<file path="src/rtl/divider.sv">
// divider: multi-cycle radix-2 restoring integer divider for RV32M (DIV, DIVU, REM, REMU).
// EX holds is_div high until the single-cycle div_done pulse.
// Operands are reduced to magnitudes, divided BITS_PER_CYCLE quotient bits per cycle,
// then sign-corrected. Divide-by-zero and signed overflow skip the iteration.
// Optional build macro DIV_RESULT_CACHE_EN: remembers the last completed operation so that
// a matching request (e.g. REM after DIV on the same operands) completes one cycle later.

package divider_pkg;
    // bit0 = unsigned, bit1 = return remainder (div=100, divu=101, rem=110, remu=111)
    typedef logic [2:0] m_funct3_t;
endpackage

module divider #(
    parameter int unsigned BITS_PER_CYCLE = 1
) (
    input  logic                   clk,
    input  logic                   rst,
    input  logic [31:0]            rs1_data,
    input  logic [31:0]            rs2_data,
    input  divider_pkg::m_funct3_t funct3,
    input  logic                   is_div,
    output logic                   div_done,
    output logic [31:0]            div_out
);

    localparam int unsigned NITER = 32 / BITS_PER_CYCLE;
    localparam logic [5:0] CntStep = 6'(BITS_PER_CYCLE);
    // Count value seen during the final ITER cycle.
    localparam logic [5:0] CntLast = 6'((NITER - 1) * BITS_PER_CYCLE);

    typedef enum logic [2:0] {
        StIdle,
        StPrep,
        StIter,
        StFix,
        StDone
    } state_e;

    state_e state_q, state_d;

    // Latched request
    divider_pkg::m_funct3_t funct3_q, funct3_d;
    logic [31:0] rs1_q, rs1_d;
    logic [31:0] rs2_q, rs2_d;

    // Iteration datapath
    logic [31:0] dvsr_q, dvsr_d;
    logic [31:0] rem_q, rem_d;
    logic [31:0] quo_q, quo_d;
    logic [5:0]  cnt_q, cnt_d;
    logic        neg_quo_q, neg_quo_d;
    logic        neg_rem_q, neg_rem_d;

    // Registered outputs
    logic        div_done_q, div_done_d;
    logic [31:0] div_out_q, div_out_d;

    // PREP-stage decode of the latched operands
    logic        signed_op;
    logic        rs1_neg;
    logic        rs2_neg;
    logic [31:0] rs1_mag;
    logic [31:0] rs2_mag;
    logic        div_by_zero;
    logic        overflow;
    logic        special;

    // Combinational unroll of the per-cycle iteration
    logic [31:0] iter_rem;
    logic [31:0] iter_quo;

    logic        cache_hit;

    // One restoring step: shift {rem, quo} left, trial-subtract with 33 bits so that a
    // magnitude of 0x80000000 or an unsigned 0xFFFFFFFF divisor cannot overflow.
    function automatic logic [63:0] div_step(input logic [31:0] rem,
                                             input logic [31:0] quo,
                                             input logic [31:0] dvsr);
        logic [32:0] rem_sh;
        logic [31:0] quo_sh;
        logic [32:0] trial;
        {rem_sh, quo_sh} = {1'b0, rem, quo} << 1;
        trial = rem_sh - {1'b0, dvsr};
        if (rem_sh >= {1'b0, dvsr}) begin
            return {trial[31:0], quo_sh[31:1], 1'b1};
        end
        return {rem_sh[31:0], quo_sh};
    endfunction

    // Operand sign/magnitude and special-case decode
    always_comb begin
        signed_op   = ~funct3_q[0];
        rs1_neg     = signed_op & rs1_q[31];
        rs2_neg     = signed_op & rs2_q[31];
        rs1_mag     = rs1_neg ? (32'd0 - rs1_q) : rs1_q;
        rs2_mag     = rs2_neg ? (32'd0 - rs2_q) : rs2_q;
        div_by_zero = (rs2_q == 32'd0);
        overflow    = signed_op && (rs1_q == 32'h8000_0000) && (rs2_q == 32'hFFFF_FFFF);
        special     = div_by_zero | overflow;
    end

`ifdef DIV_RESULT_CACHE_EN
    logic        cache_valid_q;
    logic [31:0] cache_rs1_q;
    logic [31:0] cache_rs2_q;
    logic        cache_uns_q;
    logic [31:0] cache_quo_q;
    logic [31:0] cache_rem_q;

    // Hit when operands and signedness match the last completed operation
    always_comb begin
        cache_hit = cache_valid_q && (rs1_data == cache_rs1_q) && (rs2_data == cache_rs2_q) &&
                    (funct3[0] == cache_uns_q);
    end

    // Capture every completed operation; aborted ones never reach DONE
    always_ff @(posedge clk or posedge rst) begin
        if (rst) begin
            cache_valid_q <= 1'b0;
            cache_rs1_q   <= '0;
            cache_rs2_q   <= '0;
            cache_uns_q   <= 1'b0;
            cache_quo_q   <= '0;
            cache_rem_q   <= '0;
        end else if (state_q == StDone) begin
            cache_valid_q <= 1'b1;
            cache_rs1_q   <= rs1_q;
            cache_rs2_q   <= rs2_q;
            cache_uns_q   <= funct3_q[0];
            cache_quo_q   <= quo_q;
            cache_rem_q   <= rem_q;
        end
    end
`else
    assign cache_hit = 1'b0;
`endif

    // FSM state register
    always_ff @(posedge clk or posedge rst) begin
        if (rst) begin
            state_q <= StIdle;
        end else begin
            state_q <= state_d;
        end
    end

    // FSM next state; dropping is_div before DONE abandons the operation
    always_comb begin
        state_d = state_q;
        unique case (state_q)
            StIdle: begin
                if (is_div) begin
                    state_d = cache_hit ? StDone : StPrep;
                end
            end
            StPrep: begin
                if (!is_div) begin
                    state_d = StIdle;
                end else if (special) begin
                    state_d = StDone;
                end else begin
                    state_d = StIter;
                end
            end
            StIter: begin
                if (!is_div) begin
                    state_d = StIdle;
                end else if (cnt_q == CntLast) begin
                    state_d = StFix;
                end
            end
            StFix: begin
                state_d = is_div ? StDone : StIdle;
            end
            StDone: begin
                state_d = StIdle;
            end
            default: begin
                state_d = StIdle;
            end
        endcase
    end

    // FSM outputs: one-cycle done pulse and registered result select
    always_comb begin
        div_done_d = (state_q == StDone);
        div_out_d  = div_out_q;
        if (state_q == StDone) begin
            div_out_d = funct3_q[1] ? rem_q : quo_q;
        end
    end

    // Datapath next state
    always_comb begin
        funct3_d  = funct3_q;
        rs1_d     = rs1_q;
        rs2_d     = rs2_q;
        dvsr_d    = dvsr_q;
        rem_d     = rem_q;
        quo_d     = quo_q;
        cnt_d     = cnt_q;
        neg_quo_d = neg_quo_q;
        neg_rem_d = neg_rem_q;

        iter_rem = rem_q;
        iter_quo = quo_q;
        for (int unsigned i = 0; i < BITS_PER_CYCLE; i++) begin
            {iter_rem, iter_quo} = div_step(iter_rem, iter_quo, dvsr_q);
        end

        unique case (state_q)
            StIdle: begin
                if (is_div) begin
                    funct3_d = funct3;
                    rs1_d    = rs1_data;
                    rs2_d    = rs2_data;
`ifdef DIV_RESULT_CACHE_EN
                    if (cache_hit) begin
                        quo_d = cache_quo_q;
                        rem_d = cache_rem_q;
                    end
`endif
                end
            end
            StPrep: begin
                neg_quo_d = rs1_neg ^ rs2_neg;
                neg_rem_d = rs1_neg;
                dvsr_d    = rs2_mag;
                cnt_d     = '0;
                if (div_by_zero) begin
                    quo_d = 32'hFFFF_FFFF;
                    rem_d = rs1_q;
                end else if (overflow) begin
                    quo_d = 32'h8000_0000;
                    rem_d = 32'd0;
                end else begin
                    quo_d = rs1_mag;
                    rem_d = 32'd0;
                end
            end
            StIter: begin
                rem_d = iter_rem;
                quo_d = iter_quo;
                cnt_d = cnt_q + CntStep;
            end
            StFix: begin
                // Quotient sign is the XOR of operand signs; remainder follows the dividend
                quo_d = neg_quo_q ? (32'd0 - quo_q) : quo_q;
                rem_d = neg_rem_q ? (32'd0 - rem_q) : rem_q;
            end
            default: begin
            end
        endcase
    end

    // Datapath and output registers
    always_ff @(posedge clk or posedge rst) begin
        if (rst) begin
            funct3_q   <= '0;
            rs1_q      <= '0;
            rs2_q      <= '0;
            dvsr_q     <= '0;
            rem_q      <= '0;
            quo_q      <= '0;
            cnt_q      <= '0;
            neg_quo_q  <= 1'b0;
            neg_rem_q  <= 1'b0;
            div_done_q <= 1'b0;
            div_out_q  <= '0;
        end else begin
            funct3_q   <= funct3_d;
            rs1_q      <= rs1_d;
            rs2_q      <= rs2_d;
            dvsr_q     <= dvsr_d;
            rem_q      <= rem_d;
            quo_q      <= quo_d;
            cnt_q      <= cnt_d;
            neg_quo_q  <= neg_quo_d;
            neg_rem_q  <= neg_rem_d;
            div_done_q <= div_done_d;
            div_out_q  <= div_out_d;
        end
    end

    assign div_done = div_done_q;
    assign div_out  = div_out_q;

endmodule
</file>
<file path="config.mk">
export PLATFORM = sky130hd
export DESIGN_NAME = divider
export DESIGN_NICKNAME = d
export VERILOG_FILES = /design/src/rtl/divider.sv
export SDC_FILE = /design/constraint.sdc
export NUM_CORES = 1
export LEC_CHECK = 0
export ABC_AREA = 1
export ABC_CLOCK_PERIOD_IN_PS = 13400
export CORE_ASPECT_RATIO = 1.5
export CORE_MARGIN = 2
export CORE_UTILIZATION = 65
export DETAILED_ROUTE_END_ITERATION = 10
export GPL_TIMING_DRIVEN = 1
export PLACE_DENSITY = 0.87
export SETUP_SLACK_MARGIN = 0.02
export SYNTH_ARGS = -nofsm -noshare
export SYNTH_HDL_FRONTEND = slang
export SYNTH_SLANG_ARGS = --single-unit
</file>
<file path="constraint.sdc">
create_clock -name clk -period 13.4 [get_ports clk]
set_input_delay 2.01 -clock clk [delete_from_list [all_inputs] [get_ports clk]]
set_output_delay 2.01 -clock clk [all_outputs]
set_load 0.005 [all_outputs]
</file>
==> results_dict.tcl <==
set metrics [dict create \
    finalCriticalPeriod_ps 3660 \
    drt_drc_violations_left 0 \
    synth_fp_nets 2398 \
    fin_setup_tns_ps 0 \
    cap_violations 0 \
    clockBufferDepth 3 \
    p_per_area_nw_per_um2 305 \
    clock_latency_ps 530 \
    clk_pin_slew_ps 70 \
    max_freq_mhz 274 \
    clock_sinks 206 \
    synth_fa_ha_area_frac 0.0326 \
    rsz0062_at_grt "no" \
    synth_xor_area_frac 0.0374 \
    drtIter0Drc 1846 \
    routabilityCongestion 1.04 \
    worstSetupPathType "in2reg" \
    synth_top_family_by_area "simple AND/OR/NAND/NOR gates" \
    syn2layout_area_growth_pct 11.8 \
    holdBufCountCts 0 \
    hold_class "reg2reg" \
    design_power_total_w 0.00518 \
    ys_warn_count 0 \
    dr.pass1.iters 6 \
    p_leak_nw 8.14 \
    postSynth.asyncResetShare 1.00 \
    arrival_ps 4070 \
    synth_edf_count 0 \
    ys_seq_elements 206 \
    tightest_slew_ps 1150 \
    ys.flop_type "dfrtp_1" \
    ctsRootBufferMaster "clkbuf_16" \
    peakVddDrop_v 0.000202 \
    post-route-period-util 0.273 \
    die_x_um 129 \
    cts_setup_buffers 0 \
    postSynthAreaPerCell_um2 6.64 \
    end_kind "flip-flop" \
    initial_utilization 0.662 \
    grt_max_degree 130 \
    register_area_um2 5150 \
    grt_pass1_vias 15200 \
    wl_mm 51.3 \
    io_buffers 101 \
    slew_headroom 0.232 \
    antenna_found_initial 1 \
    hold_violations 0 \
    yosysSeqAreaShare 0.339 \
    ctsResizeCount 0 \
    cts_tree "yes" \
    syn_area_um2 15200 \
    rows 68 \
    synth.distinct_cells 53 \
    num-fill-cells 1892 \
    synthMuxAreaShare 0.00444 \
    grt_pass1_wl_mm 80.3 \
    htree_num_levels 1 \
    n_antenna_cell 0 \
    path_max_fanout 72 \
    final_layout_size_suffix_gt1_frac 0.0520 \
    synthSimpleGateAreaFrac 0.322 \
    core_um2 23000 \
    die_area_um2 24700 \
    required_ps 13820 \
    status "finished, final reports clean" \
    wire_per_inst_um 19.4 \
    synth_compound_area_frac 0.163 \
    boundaryPins 103 \
    finalNetCount 2458 \
    drv_slew 0 \
    grt_use_total 0.421 \
    setup_viol 0 \
    grt_overflow_total 0 \
    startpoint_type "primary input" \
    multi_input_area_um2 8530 \
    via_per_inst 6.10 \
    antenna_left 0 \
    cts_buffers 21 \
    vias 16100 \
    syn_inst 2289 \
    fin_skew_ps 32.4 \
    fp.dieH_um 191 \
    hpwl_mm 38.6 \
]
[cells in the final DEF, fill, tap and decap left out, types with 13 or more instances in the layout]
master,synthesis,layout
clkbuf_16,0,21
nand2_1,507,507
buf_4,0,13
ha_1,38,38
a31oi_1,13,13
nor4_1,15,15
inv_1,305,303
nor3_1,33,32
o211ai_1,20,20
clkdlybuf4s50_1,0,101
nor2_1,338,337
nand3_1,174,173
a21oi_2,16,16
a21oi_1,201,201
xnor2_1,15,15
nand4_1,35,35
dfrtp_1,206,206
o21ai_0,135,135
xor2_1,50,50
[final cells by class]
cell class	count	share of cell area
Sequential cell	206	0.303
Inverter	313	0.0696
Clock inverter	11	0.00699
Timing Repair Buffer	114	0.0652
Tap cell	280	0.0206
Multi-Input combinational cell	1693	0.502
Clock buffer	27	0.0328
[synthesized netlist by cell type (all sizes together), types with 9 or more instances]
master,number,area [um^2]
a21oi,217,1150
a22oi,11,82.6
a31oi,13,81.3
buf,29,188
clkbuf,48,180
dfrtp,206,5150
ha,38,475
inv,313,1170
nand2,512,1940
nand3,176,898
nand3b,10,75.1
nand4,35,219
nor2,349,1350
nor3,36,195
nor4,17,128
o211ai,30,275
o21ai,142,726
or2,9,56.3
xnor2,15,131
xor2,50,438
[power breakdown]
part | internal (W) | switching, W | total, W
Clock | 0.000336 | 0.000259 | 0.000595
Sequential | 0.000933 | 0.000388 | 0.00132
Combinational | 0.00107 | 0.00220 | 0.00327
[registers in the layout (all words and copies together) (netlist names)]
| name | count |
|---|---|
| neg_rem_q | 1 |
| rs2_q | 32 |
| funct3_q | 2 |
| dvsr_q | 32 |
| state_q | 3 |
| rem_q | 32 |
| cnt_q | 6 |
| div_done | 1 |
| div_out | 32 |
| neg_quo_q | 1 |
| quo_q | 32 |
| rs1_q | 32 |
[cells by family after synthesis]
kind of cell             count (synthesis)
adder cells (fa/ha/maj)                 39
XOR/XNOR                                65
flip-flops                             206
multiplexers                             6
AO/OA/AOI/OAI                          435
AND/OR/NAND/NOR                       1148
buffers and inverters                  390
[path summary, 6_finish.rpt]
path                                        start                       to  slack (ps)  cells after the start
max reg2reg                state_q[2]$_DFFE_PP0P_    rem_q[27]$_DFFE_PP0P_        9810                     11
min in group asynchronous                     rst     cnt_q[1]$_DFFE_PP0P_        2020                      2
min reg2reg                 dvsr_q[2]$_DFFE_PP0P_    dvsr_q[2]$_DFFE_PP0P_         490                      2
min                         dvsr_q[2]$_DFFE_PP0P_    dvsr_q[2]$_DFFE_PP0P_         490                      2
max                                        is_div  funct3_q[1]$_DFFE_PP0P_        9740                      4
max in group asynchronous                     rst   div_out[0]$_DFFE_PP0P_        9840                      3
[stage by stage]
stage | hold slack, ps | worst slack [ps] | utilization | instances | area, um^2
floorplan | 453 | 5770 | - | 2289 | 15200
global placement | 467 | 9230 | 0.711 | 2606 | 16300
detailed placement | 474 | 9160 | 0.711 | 2606 | 16300
CTS | 490 | 9690 | 0.740 | 2644 | 17000
global route | 504 | 9440 | 0.740 | 2644 | 17000
finish | 486 | 9740 | 0.740 | 2644 | 17000
[critical path, cell delays in order]
cell and delay (ps):
clkdlybuf4s50_1 510, nand3_4 570, buf_4 570, mux2_2 390
[per-layer routing]
layer	vias to the layer above	track usage	share of wire
li1	7589	-	-
met1	7406	0.526	0.37
met2	926	0.671	0.45
met3	211	0.0736	0.092
met4	0	0.269	0.082
met5	-	0	0
No activity file was read; power rests on OpenSTA's default activity.
